--- src/rtl/apb_completer_regs.sv ---
// APB completer with a read-only ID word at index 0 and NUM_REGS-1 R/W words.
// Fixed wait states per transfer, byte strobes, and decode errors on bad addresses.
module apb_completer_regs #(
    parameter int          NUM_REGS    = 16,
    parameter int          WAIT_CYCLES = 2,
    parameter logic [31:0] ID_VALUE    = 32'hA9B0_0001
) (
    input  logic        pclk,
    input  logic        presetn,
    input  logic        pselx,
    input  logic        penable,
    input  logic        pwrite,
    input  logic [31:0] paddr,
    input  logic [31:0] pwdata,
    input  logic [3:0]  pstrb,
    output logic [31:0] prdata,
    output logic        pready,
    output logic        pslverr
);

    localparam int IDXW = $clog2(NUM_REGS);

    typedef enum logic {
        S_IDLE,
        S_ACCESS
    } state_t;

    state_t            r_state;
    state_t            w_state_nxt;
    logic [3:0]        r_cnt;
    logic [3:0]        w_cnt_nxt;
    logic [IDXW-1:0]   w_idx;
    logic              w_err;
    logic              w_done;
    logic              w_setup;
    logic [31:0]       w_rdata;
    logic [31:0]       r_regs [1:NUM_REGS-1];

    assign w_idx   = paddr[IDXW+1:2];
    assign w_setup = pselx && !penable;

    assign w_err = (paddr[1:0] != 2'b00)
                 | (paddr[31:IDXW+2] != '0)
                 | (pwrite && (w_idx == '0));

    assign w_done = (r_state == S_ACCESS) && pselx && penable
                  && (r_cnt == 4'd0);

    always_comb begin
        w_state_nxt = S_IDLE;
        w_cnt_nxt   = 4'd0;
        unique case (r_state)
            S_IDLE: begin
                if (w_setup) begin
                    w_state_nxt = S_ACCESS;
                    w_cnt_nxt   = 4'(WAIT_CYCLES);
                end
            end
            S_ACCESS: begin
                // A fresh setup phase restarts the transfer; anything else
                // that is not a wait state completes or aborts to idle.
                if (w_setup) begin
                    w_state_nxt = S_ACCESS;
                    w_cnt_nxt   = 4'(WAIT_CYCLES);
                end else if (pselx && penable && (r_cnt != 4'd0)) begin
                    w_state_nxt = S_ACCESS;
                    w_cnt_nxt   = r_cnt - 4'd1;
                end
            end
            default: begin
                w_state_nxt = S_IDLE;
                w_cnt_nxt   = 4'd0;
            end
        endcase
    end

    always_ff @(posedge pclk or negedge presetn) begin
        if (!presetn) begin
            r_state <= S_IDLE;
            r_cnt   <= 4'd0;
        end else begin
            r_state <= w_state_nxt;
            r_cnt   <= w_cnt_nxt;
        end
    end

    always_comb begin
        w_rdata = ID_VALUE;
        for (int i = 1; i < NUM_REGS; i++) begin
            if (w_idx == IDXW'(i)) w_rdata = r_regs[i];
        end
    end

    always_ff @(posedge pclk or negedge presetn) begin
        if (!presetn) begin
            for (int i = 1; i < NUM_REGS; i++) r_regs[i] <= 32'h0;
        end else if (w_done && pwrite && !w_err) begin
            for (int i = 1; i < NUM_REGS; i++) begin
                if (w_idx == IDXW'(i)) begin
                    for (int b = 0; b < 4; b++) begin
                        if (pstrb[b]) r_regs[i][8*b +: 8] <= pwdata[8*b +: 8];
                    end
                end
            end
        end
    end

    assign pready  = w_done;
    assign pslverr = w_done && w_err;
    assign prdata  = (w_done && !pwrite && !w_err) ? w_rdata : 32'h0;

endmodule

--- config.mk ---
export PLATFORM = sky130hd
export DESIGN_NAME = apb_completer_regs
export DESIGN_NICKNAME = d
export VERILOG_FILES = /design/src/rtl/apb_completer_regs.sv
export SDC_FILE = /design/constraint.sdc
export NUM_CORES = 1
export LEC_CHECK = 0
export CAP_MARGIN = 30
export CELL_PAD_IN_SITES_DETAIL_PLACEMENT = 0
export CELL_PAD_IN_SITES_GLOBAL_PLACEMENT = 1
export CORE_UTILIZATION = 50
export CTS_CLUSTER_SIZE = 30
export DETAILED_ROUTE_END_ITERATION = 6
export PLACE_DENSITY = 0.86
export REMOVE_ABC_BUFFERS = 1
export SETUP_SLACK_MARGIN = 0.3
export SKIP_CTS_REPAIR_TIMING = 1
export SLEW_MARGIN = 20
export SYNTH_ARGS = -nofsm -noshare
export SYNTH_HDL_FRONTEND = slang
export SYNTH_SLANG_ARGS = --single-unit
--- constraint.sdc ---
create_clock -name pclk -period 4.05 [get_ports pclk]
set_clock_uncertainty 0.1 [all_clocks]
set_input_delay 1.0125 -clock pclk [delete_from_list [all_inputs] [get_ports pclk]]
set_output_delay 1.0125 -clock pclk [all_outputs]
set_load 0.005 [all_outputs]
==> run summary <==
Setup TNS = 0 ns
Drt wl/cell = 28.2 microns
Top cells by area, synth = dfrtp_1, mux2_2, mux2i_1, o21ai_0, mux2_4
# diodes = 0
Clk pin slew, worst setup/hold paths = 0.06 ns
Max Slew Vio Count = 0
Synth top area share = 0.522
CTS tree = done
Peak VDD IR = 0.000337 V
Post-DP HPWL = 54400 microns
CP endpoint kind = output port
Die area = 47400 sq um
Htree depth = 2
Sequential share of the synthesized area = 0.522
Final setup viols = 0
Core Region = 45700 sq um
Unrepaired setup endpoints after global routing = yes
Ports = 107
Chip width = 218 microns
P&R area growth vs syn = 28.9%
Synth warnings = 0
Mapped cell area = 23300 sq um
Final WL = 80300 microns
Post-synth EDFFs = 0
Minimum clock period = 4.02 ns
Synthesized instance count = 1850
GP Congestion = 0.948
Run status = complete, no violations
Leak = 14.6 nW
Final hold viol count = 0
Dpl cells = 2734
TritonRoute pass-1 iters = 5
Hold path cells = 1
Fin crit share = 0.993
Global Route Usage Sum = 0.332
Hold path start = r_cnt[0]$_DFF_PN0_
Longest Clk Path Bufs = 3
CP max FO = 4
Slew @ Worst Pin = 0.826 ns
Dpl ws = -0.733 ns
Finished Layout Cells = 2848
Startpoint Class = primary input
Fill count = 3293
Synth area leader = dfrtp_1
Antenna-violating nets left = 0
Starting Density = 0.509
Hold endpoint = r_cnt[0]$_DFF_PN0_
Clk_lat worst skew = 0.60 ns
Sinks on the clock net = 485
Post-synthesis register bit count = 485
Post-Syn Area per Cell = 12.6 sq um
Global-route wire length before repair = 117000 microns
Initial antenna violation count = 1
R2R depth = 11
Via Count = 18200
# DRC = 0
PortBufs = 106
Gr ovfl total = 0
R2r setup slk = 1.36 ns
Nets = 2285
Asr flop ratio synth = 1.00
Relative slew slack = 0.450
Tightest Hold Check Type = register to register
Primary FF master, synth = dfrtp_1
Post-synth cell types = 61
Largest net degree at the start of global routing = 96
Vias in the first global route = 18700
Worst EP arrival = 2.91 ns
Std cell rows = 78
R2R Path Start = r_cnt[0]$_DFF_PN0_
Share of cells above drive strength 1 = 0.520
PwrDens = 358 nW/um^2
Root buffer cell = clkbuf_16
Fin worst setup slack = 0.0266 ns
WP data required = 2.94 ns
WS Path Type = primary input to output port
Die Y = 218 microns
Max Fclk = 249 MHz
R2R Path End = r_regs[229]$_DFFE_PN0P_
Max-Cap Viols = 0
CTS buffer count = 50
Number of DRC markers in iteration 0 = 2026
Vias per cell = 6.39
## critical path, cell delays in order
cell and delay (ns):
clkdlybuf4s50_1 0.39, nor4_1 0.18, and3_4 0.25, nand3_2 0.09, or2_4 0.32, buf_6 0.14, buf_6 0.13, a211oi_2 0.24
buf_2 0.16
## where the power goes
part	switching, mW	total (mW)	internal, mW
Combinational	0.635	1.01	0.374
Sequential	0.000967	4.85	4.85
Clock	1.97	4.88	2.90
Total	2.61	10.7	8.12
## cell families (layout without fill, tap and decap cells)
group,after synthesis,count (layout),share of synthesized area
flops,485,485,0.522
fa+ha+maj,1,1,0.000538
buf+inv,139,537,0.0273
simple gates,277,277,0.0596
xor+xnor,2,2,0.000753
compound gates,369,369,0.105
mux,577,577,0.285
## layout by cell type, fill, tap and decap left out, drive strengths merged, types with 4 or more instances in the layout
cell,n
or2,5
mux2,504
o2bb2ai,5
dfrtp,485
a311oi,7
clkinv,13
a21o,4
or3,5
nand2,62
a211oi,29
nor4,10
nand2b,12
clkbuf,92
clkdlybuf4s50,39
nor2b,6
mux4,9
mux2i,64
and2,9
buf,354
o211ai,6
o221a,7
a221oi,21
a31oi,6
nand4,7
dlymetal6s2s,22
a22oi,9
o22ai,34
o21ai,98
nor2,131
bufinv,6
a21oi,82
inv,10
nor3,14
a22o,4
o221ai,30
nand3,13
## synthesized netlist by cell type (12+ instances only)
library cell  instances
o21ai_0              98
mux2_4               32
mux2i_1              64
nor3_1               14
dfrtp_1             485
nand2b_1             12
mux2_2              472
a21oi_1              82
clkbuf_1             43
buf_2                30
nor2_1               74
o221ai_1             30
a221oi_1             21
o22ai_1              34
nor2_2               57
nand2_1              62
nand3_1              13
buf_1                42
a211oi_1             29
## through the flow
| stage | area, sq um | power [mW] | hold slack [ns] | utilization |
|---|---|---|---|---|
| floorplan | 22700 | 5.14 | 0.327 | - |
| global placement | 27000 | 5.79 | 0.343 | 0.592 |
| detailed placement | 27000 | 5.80 | 0.375 | 0.592 |
| CTS | 28800 | 10.6 | 0.384 | 0.630 |
| global route | 30000 | 11.0 | 0.389 | 0.657 |
| finish | 30000 | 10.7 | 0.377 | 0.657 |
## layer usage
metal | routed length (microns) | up-vias | global-route usage
li1 | - | 7580 | -
met1 | 31800 | 9309 | 0.447
met2 | 37100 | 1059 | 0.510
met3 | 7540 | 251 | 0.0707
met4 | 3940 | 2 | 0.163
met5 | 15 | - | 0
## worst max-delay path by stage
stage / endpoint / from
global placement: prdata[24] / paddr[1]
detailed placement: prdata[22] / paddr[0]
floorplan: prdata[15] / paddr[5]
global route: prdata[4] / paddr[14]
finish: prdata[4] / paddr[23]
CTS: prdata[22] / paddr[0]
## sequential cells by signal, indices dropped and copies added, names as in the netlist
name,cells
r_regs,480
r_cnt,4
r_state,1
## area by class of cell
| cell class | instances | area [sq um] | share of cell area |
|---|---|---|---|
| clock buffer | 71 | 1470 | 0.0492 |
| clock inverter | 18 | 244 | 0.00814 |
| inverter | 12 | 48.8 | 0.00163 |
| multi-input combinational | 1226 | 11300 | 0.377 |
| sequential | 485 | 12100 | 0.405 |
| tap | 600 | 751 | 0.0250 |
| timing repair buffer | 436 | 4030 | 0.134 |
No activity file was read; power rests on OpenSTA's default activity.
==> edit 1: new RTL, config.mk and constraints unchanged <==
Make the reset (`presetn`) synchronous in 2 clocked blocks.
--- a/src/rtl/apb_completer_regs.sv
+++ b/src/rtl/apb_completer_regs.sv
@@ -76,3 +76,3 @@
 
-    always_ff @(posedge pclk or negedge presetn) begin
+    always_ff @(posedge pclk) begin
         if (!presetn) begin
@@ -93,3 +93,3 @@
 
-    always_ff @(posedge pclk or negedge presetn) begin
+    always_ff @(posedge pclk) begin
         if (!presetn) begin
Check against the original RTL: not settled (the Yosys comparison gave no result); the edit may change what the design does.
==> edit 1 against the original RTL <==
  * The flow now finishes with violations (DRC, setup timing)
  * Critical path depth is 2 higher
  * Worst setup slack worse by 0.11 ns
  * Wire length is 2.9% higher
  * Synthesized area is 3.2% lower
  * Global-route usage is 0.90 points higher
  * Cell area is 1.4% lower
  * Power is 5.2% higher
  * Sequential cell count stayed put
  * Critical endpoint is now prdata[18]
  * Largest cell class unchanged
  * Largest power group is now sequential cells
==> edit 1: results (changes against the original RTL) <==
[run_status]
violations = DRC, setup timing
status = complete, but fails checks

[yosys]
synthMuxAreaShare_pct = 2.60  ; -26 points
synth-adder-area-share_pct = 0.0555  ; +0.0018 points
yosysMostFrequentCell = nor2_1
ys_seq_area_share_pct = 64.4  ; +12 points
synthXorXnorAreaFrac_pct = 0.0778  ; +0.0025 points
async_flop_share_pct = 0  ; -100 points
syn_area_per_cell_sq_um = 11.6  ; -7.8%
netlist_top_cells_area = edfxtp_1, nor2_1, o21ai_0

[worst_setup_path]
r2r_setup_slack_ns = 0.72  ; -0.64 ns
reg2reg_from = r_cnt[0]$_SDFF_PP0_
reg2reg_to = r_regs[0][104]$_SDFFCE_PN0P_

[timing]
fin_ws_ns = -0.0845  ; -0.111 ns
setup-violations-final = 6  ; +6
tightest_slew_ns = 0.878  ; +0.0520 ns

[power]
p_leak_nw = 11.0  ; -25%
vdd_drop_max_mv = 0.264  ; -22%

[drt]
route.detailed.drc = 2  ; +2
first_pass_iters = 7  ; +2
vias = 19200  ; +5.5%
wire_per_inst_microns = 27.8  ; -1.5%
highest_layer = met4

[global_routing]
grt_pass1_wl_microns = 115000  ; -1.8%
use_met1_pct = 45.3  ; +0.53 points
antenna_found_initial = 0  ; -1
grt.total_usage_pct = 34.1  ; +0.90 points
use_met2_pct = 53.5  ; +2.5 points
grtUsageMet3_pct = 6.89  ; -0.18 points
grt_pass1_vias = 18200  ; -2.5%

[finish]
drive_gt1_share_pct = 30.2  ; -22 points
nets = 2424  ; +6.1%
buf_share_pct = 16.6  ; +3.2 points
clk_share_pct = 5.14  ; -0.59 points
inverters = 14  ; +2
multi_input_area_sq_um = 7810  ; -31%

## edit 1: cell count changes after synthesis, sizes merged, moves of 28 or more
cell	before	now
clkbuf	43	111
mux2	504	25
edfxtp	0	480
nor2	131	538
o21ai	98	128
dfrtp	485	0
mux2i	64	26
nand4	7	35
## edit 1: cells by family (layout without fill, tap and decap cells)
kind of cell | Yosys count | count (layout)
compound gates | 435 | 435
xor+xnor | 2 | 2
fa+ha+maj | 1 | 1
buf+inv | 211 | 652
flops | 485 | 485
mux | 53 | 53
simple gates | 756 | 756
## edit 1: metrics by stage
step / hold WS, ns / instance area (sq um)
6_report: 0.367 / 29600
5_1_grt: 0.394 / 29600
4_1_cts: 0.376 / 28100
3_5_place_dp: 0.362 / 26500
3_3_place_gp: 0.325 / 26500
2_1_floorplan: 0.314 / 21700
## edit 1: report_power, final
part	switching [mW]	internal, mW	total, mW
sequential	0.0454	5.62	5.67
combinational	0.702	0.485	1.19
clock	1.93	2.52	4.45
==> edit 2: new RTL, same settings <==
Made on the original files. `NUM_REGS`: 16 -> 32.
--- a/src/rtl/apb_completer_regs.sv
+++ b/src/rtl/apb_completer_regs.sv
@@ -3,3 +3,3 @@
 module apb_completer_regs #(
-    parameter int          NUM_REGS    = 16,
+    parameter int          NUM_REGS    = 32,
     parameter int          WAIT_CYCLES = 2,
Check against the original RTL: not equivalent (a bounded check fails within 4 cycles, from zero or initial values and one cycle with presetn low).
==> edit 2 against the original RTL <==
  * The flow now finishes with violations (DRC, setup timing)
  * Sequential share of layout area down 1.7 points
  * Count of clock-buffer cells in the layout up 66
  * Sequential cell count up 512
  * Power up 100%
  * Worst setup slack worse by 0.59 ns
  * Cell area up 110%
  * Fmax down 13%
  * Wire length up 130%
  * Sequential power up 110%
  * Synthesized area up 110%
  * Highest routed layer unchanged
==> edit 2: results (changes against the original RTL) <==
[run_status]
status = complete, but fails checks
violations = DRC, setup timing

[yosys]
synth_commonest_cells = dfrtp_1, mux2_4, mux2_2, a22oi_1, nand2_1
synth_top_area_share_pct = 50.7  ; -1.5 points
synthCells = 3577  ; +93%
ys.flop_type = dfrtp_1
async_flop_share_pct = 100  ; unchanged
yosysWarnings = 0  ; unchanged
ys_seq_area_share_pct = 50.7  ; -1.5 points
yosysUniqueCellTypes = 80  ; +31%
netlist_top_cells_area = dfrtp_1, mux2_4, mux2_2

[drt]
dr.first_iter.drc_count = 5113  ; +150%
wire_per_inst_microns = 31.5  ; +12%
vias = 37300  ; +110%
first_pass_iters = 7  ; +2
route.detailed.drc = 2  ; +2

[placed_design]
dp_hpwl_microns = 125000  ; +130%
place_congestion = 1.04  ; +9.6%
place_area_sq_um = 57100  ; +110%
numPortBuffers = 106  ; unchanged

[worst_setup_path]
cp.arrival_ns = 3.50  ; +0.59 ns
worstPathMaxFanout = 8  ; +4

[cts]
clk_pin_slew_ns = 0.06  ; about the same
cts_root_buf = clkbuf_16
h-tree-depth = 3  ; +1
clkLatencyLatePin_ns = 0.70  ; +0.10 ns
cts_inserted_buffers = 105  ; +110%
cts.path.max_buffers = 3  ; unchanged

[global_routing]
grt.total_usage_pct = 35.3  ; +2.1 points
grt_start_max_net_pins = 77  ; -20%
antenna_found_initial = 4  ; +3
grt_pass1_wl_microns = 256000  ; +120%

[power]
vdd_drop_max_mv = 0.347  ; +3.0%
p_leak_nw = 32.2  ; +120%

[min_path]
hp-class = input port to async pin

[finish]
nets = 4463  ; +95%
fillCellCount = 6706  ; +100%
top_regs = r_regs: 992 flops, r_cnt: 4 flops, r_state: 1 flops
drive_gt1_share_pct = 54.4  ; +2.5 points

[timing]
setup-violations-final = 33  ; +33
tightest_slew_ns = 1.05  ; +0.223 ns
fin_ws_ns = -0.560  ; -0.587 ns
tns_ns = -11.10  ; -11.10 ns

edit 2: stage by stage:
step	setup WS, ns	hold WS [ns]	instances	utilization [%]	power, mW
after floorplan	-1.93	0.327	3326	-	10.4
after detailed placement	-1.57	0.388	5399	58.7	11.5
after global placement	-1.56	0.380	5396	58.7	11.5
final	-0.560	0.231	5751	66.2	21.8
after CTS	-1.59	0.232	5591	62.4	21.6
after global routing	-0.587	0.253	5750	66.2	22.3
edit 2: logic make-up (layout without fill, tap and decap cells):
logic type | count (synthesis) | count (layout) | synth area share (%)
mux | 1033 | 1033 | 28.6
flops | 997 | 997 | 50.7
compound gates | 684 | 684 | 9.68
simple gates | 598 | 598 | 8.40
buf+inv | 262 | 1159 | 2.60
xor+xnor | 2 | 2 | 0.0356
fa+ha+maj | 1 | 1 | 0.0254
other cells | 0 | 1 | 0
edit 2: path summary, 6_finish.rpt:
| check | from | endpoint | slack [ns] | depth (start not counted) |
|---|---|---|---|---|
| worst max-delay path | paddr[2] | prdata[1] | -0.56 | 14 |
| worst min-delay path | presetn | r_regs[106]$_DFFE_PN0P_ | 0.23 | 1 |
| worst max register to register | r_cnt[1]$_DFF_PN0_ | r_regs[556]$_DFFE_PN0P_ | 0.78 | 13 |
| worst min register to register | r_regs[699]$_DFFE_PN0P_ | r_regs[699]$_DFFE_PN0P_ | 0.40 | 1 |
| max in group asynchronous | presetn | r_regs[658]$_DFFE_PN0P_ | 2.56 | 2 |
| min in group pclk | r_regs[699]$_DFFE_PN0P_ | r_regs[699]$_DFFE_PN0P_ | 0.40 | 1 |
edit 2: power by group:
part / internal, mW / total, mW / switching [mW] / leakage, nW
Sequential: 9.96 / 9.96 / 0.000964 / 13.9
Combinational: 0.608 / 1.67 / 1.06 / 16.5
Clock: 5.90 / 10.2 / 4.27 / 1.75
Total: 16.5 / 21.8 / 5.33 / 32.2
edit 2: layout make-up:
class	instances	area (sq um)	area share (%)
Sequential cell	997	24900	38.8
Multi-Input combinational cell	2318	24500	38.1
Timing Repair Buffer	956	9630	15.0
Clock buffer	137	2910	4.52
Tap cell	1276	1600	2.48
Clock inverter	55	686	1.07
Inverter	11	51.3	0.0797
Antenna cell	1	2.50	0.00389
edit 2: worst max-delay path, stage by stage:
cell,delay (ns)
buf_12,0.12
buf_12,0.12
nand2b_4,0.15
buf_6,0.10
buf_6,0.11
buf_6,0.12
nor2_4,0.04
buf_12,0.15
a222oi_1,0.37
nand3_1,0.24
or4_4,0.48
o211ai_1,0.17
a221oi_4,0.15
buf_2,0.16
edit 2: metal layers:
layer,wire [microns],GRT usage [%]
met5,206,0
met2,78800,52.2
met1,70600,48.3
met3,19800,8.32
met4,11700,18.7
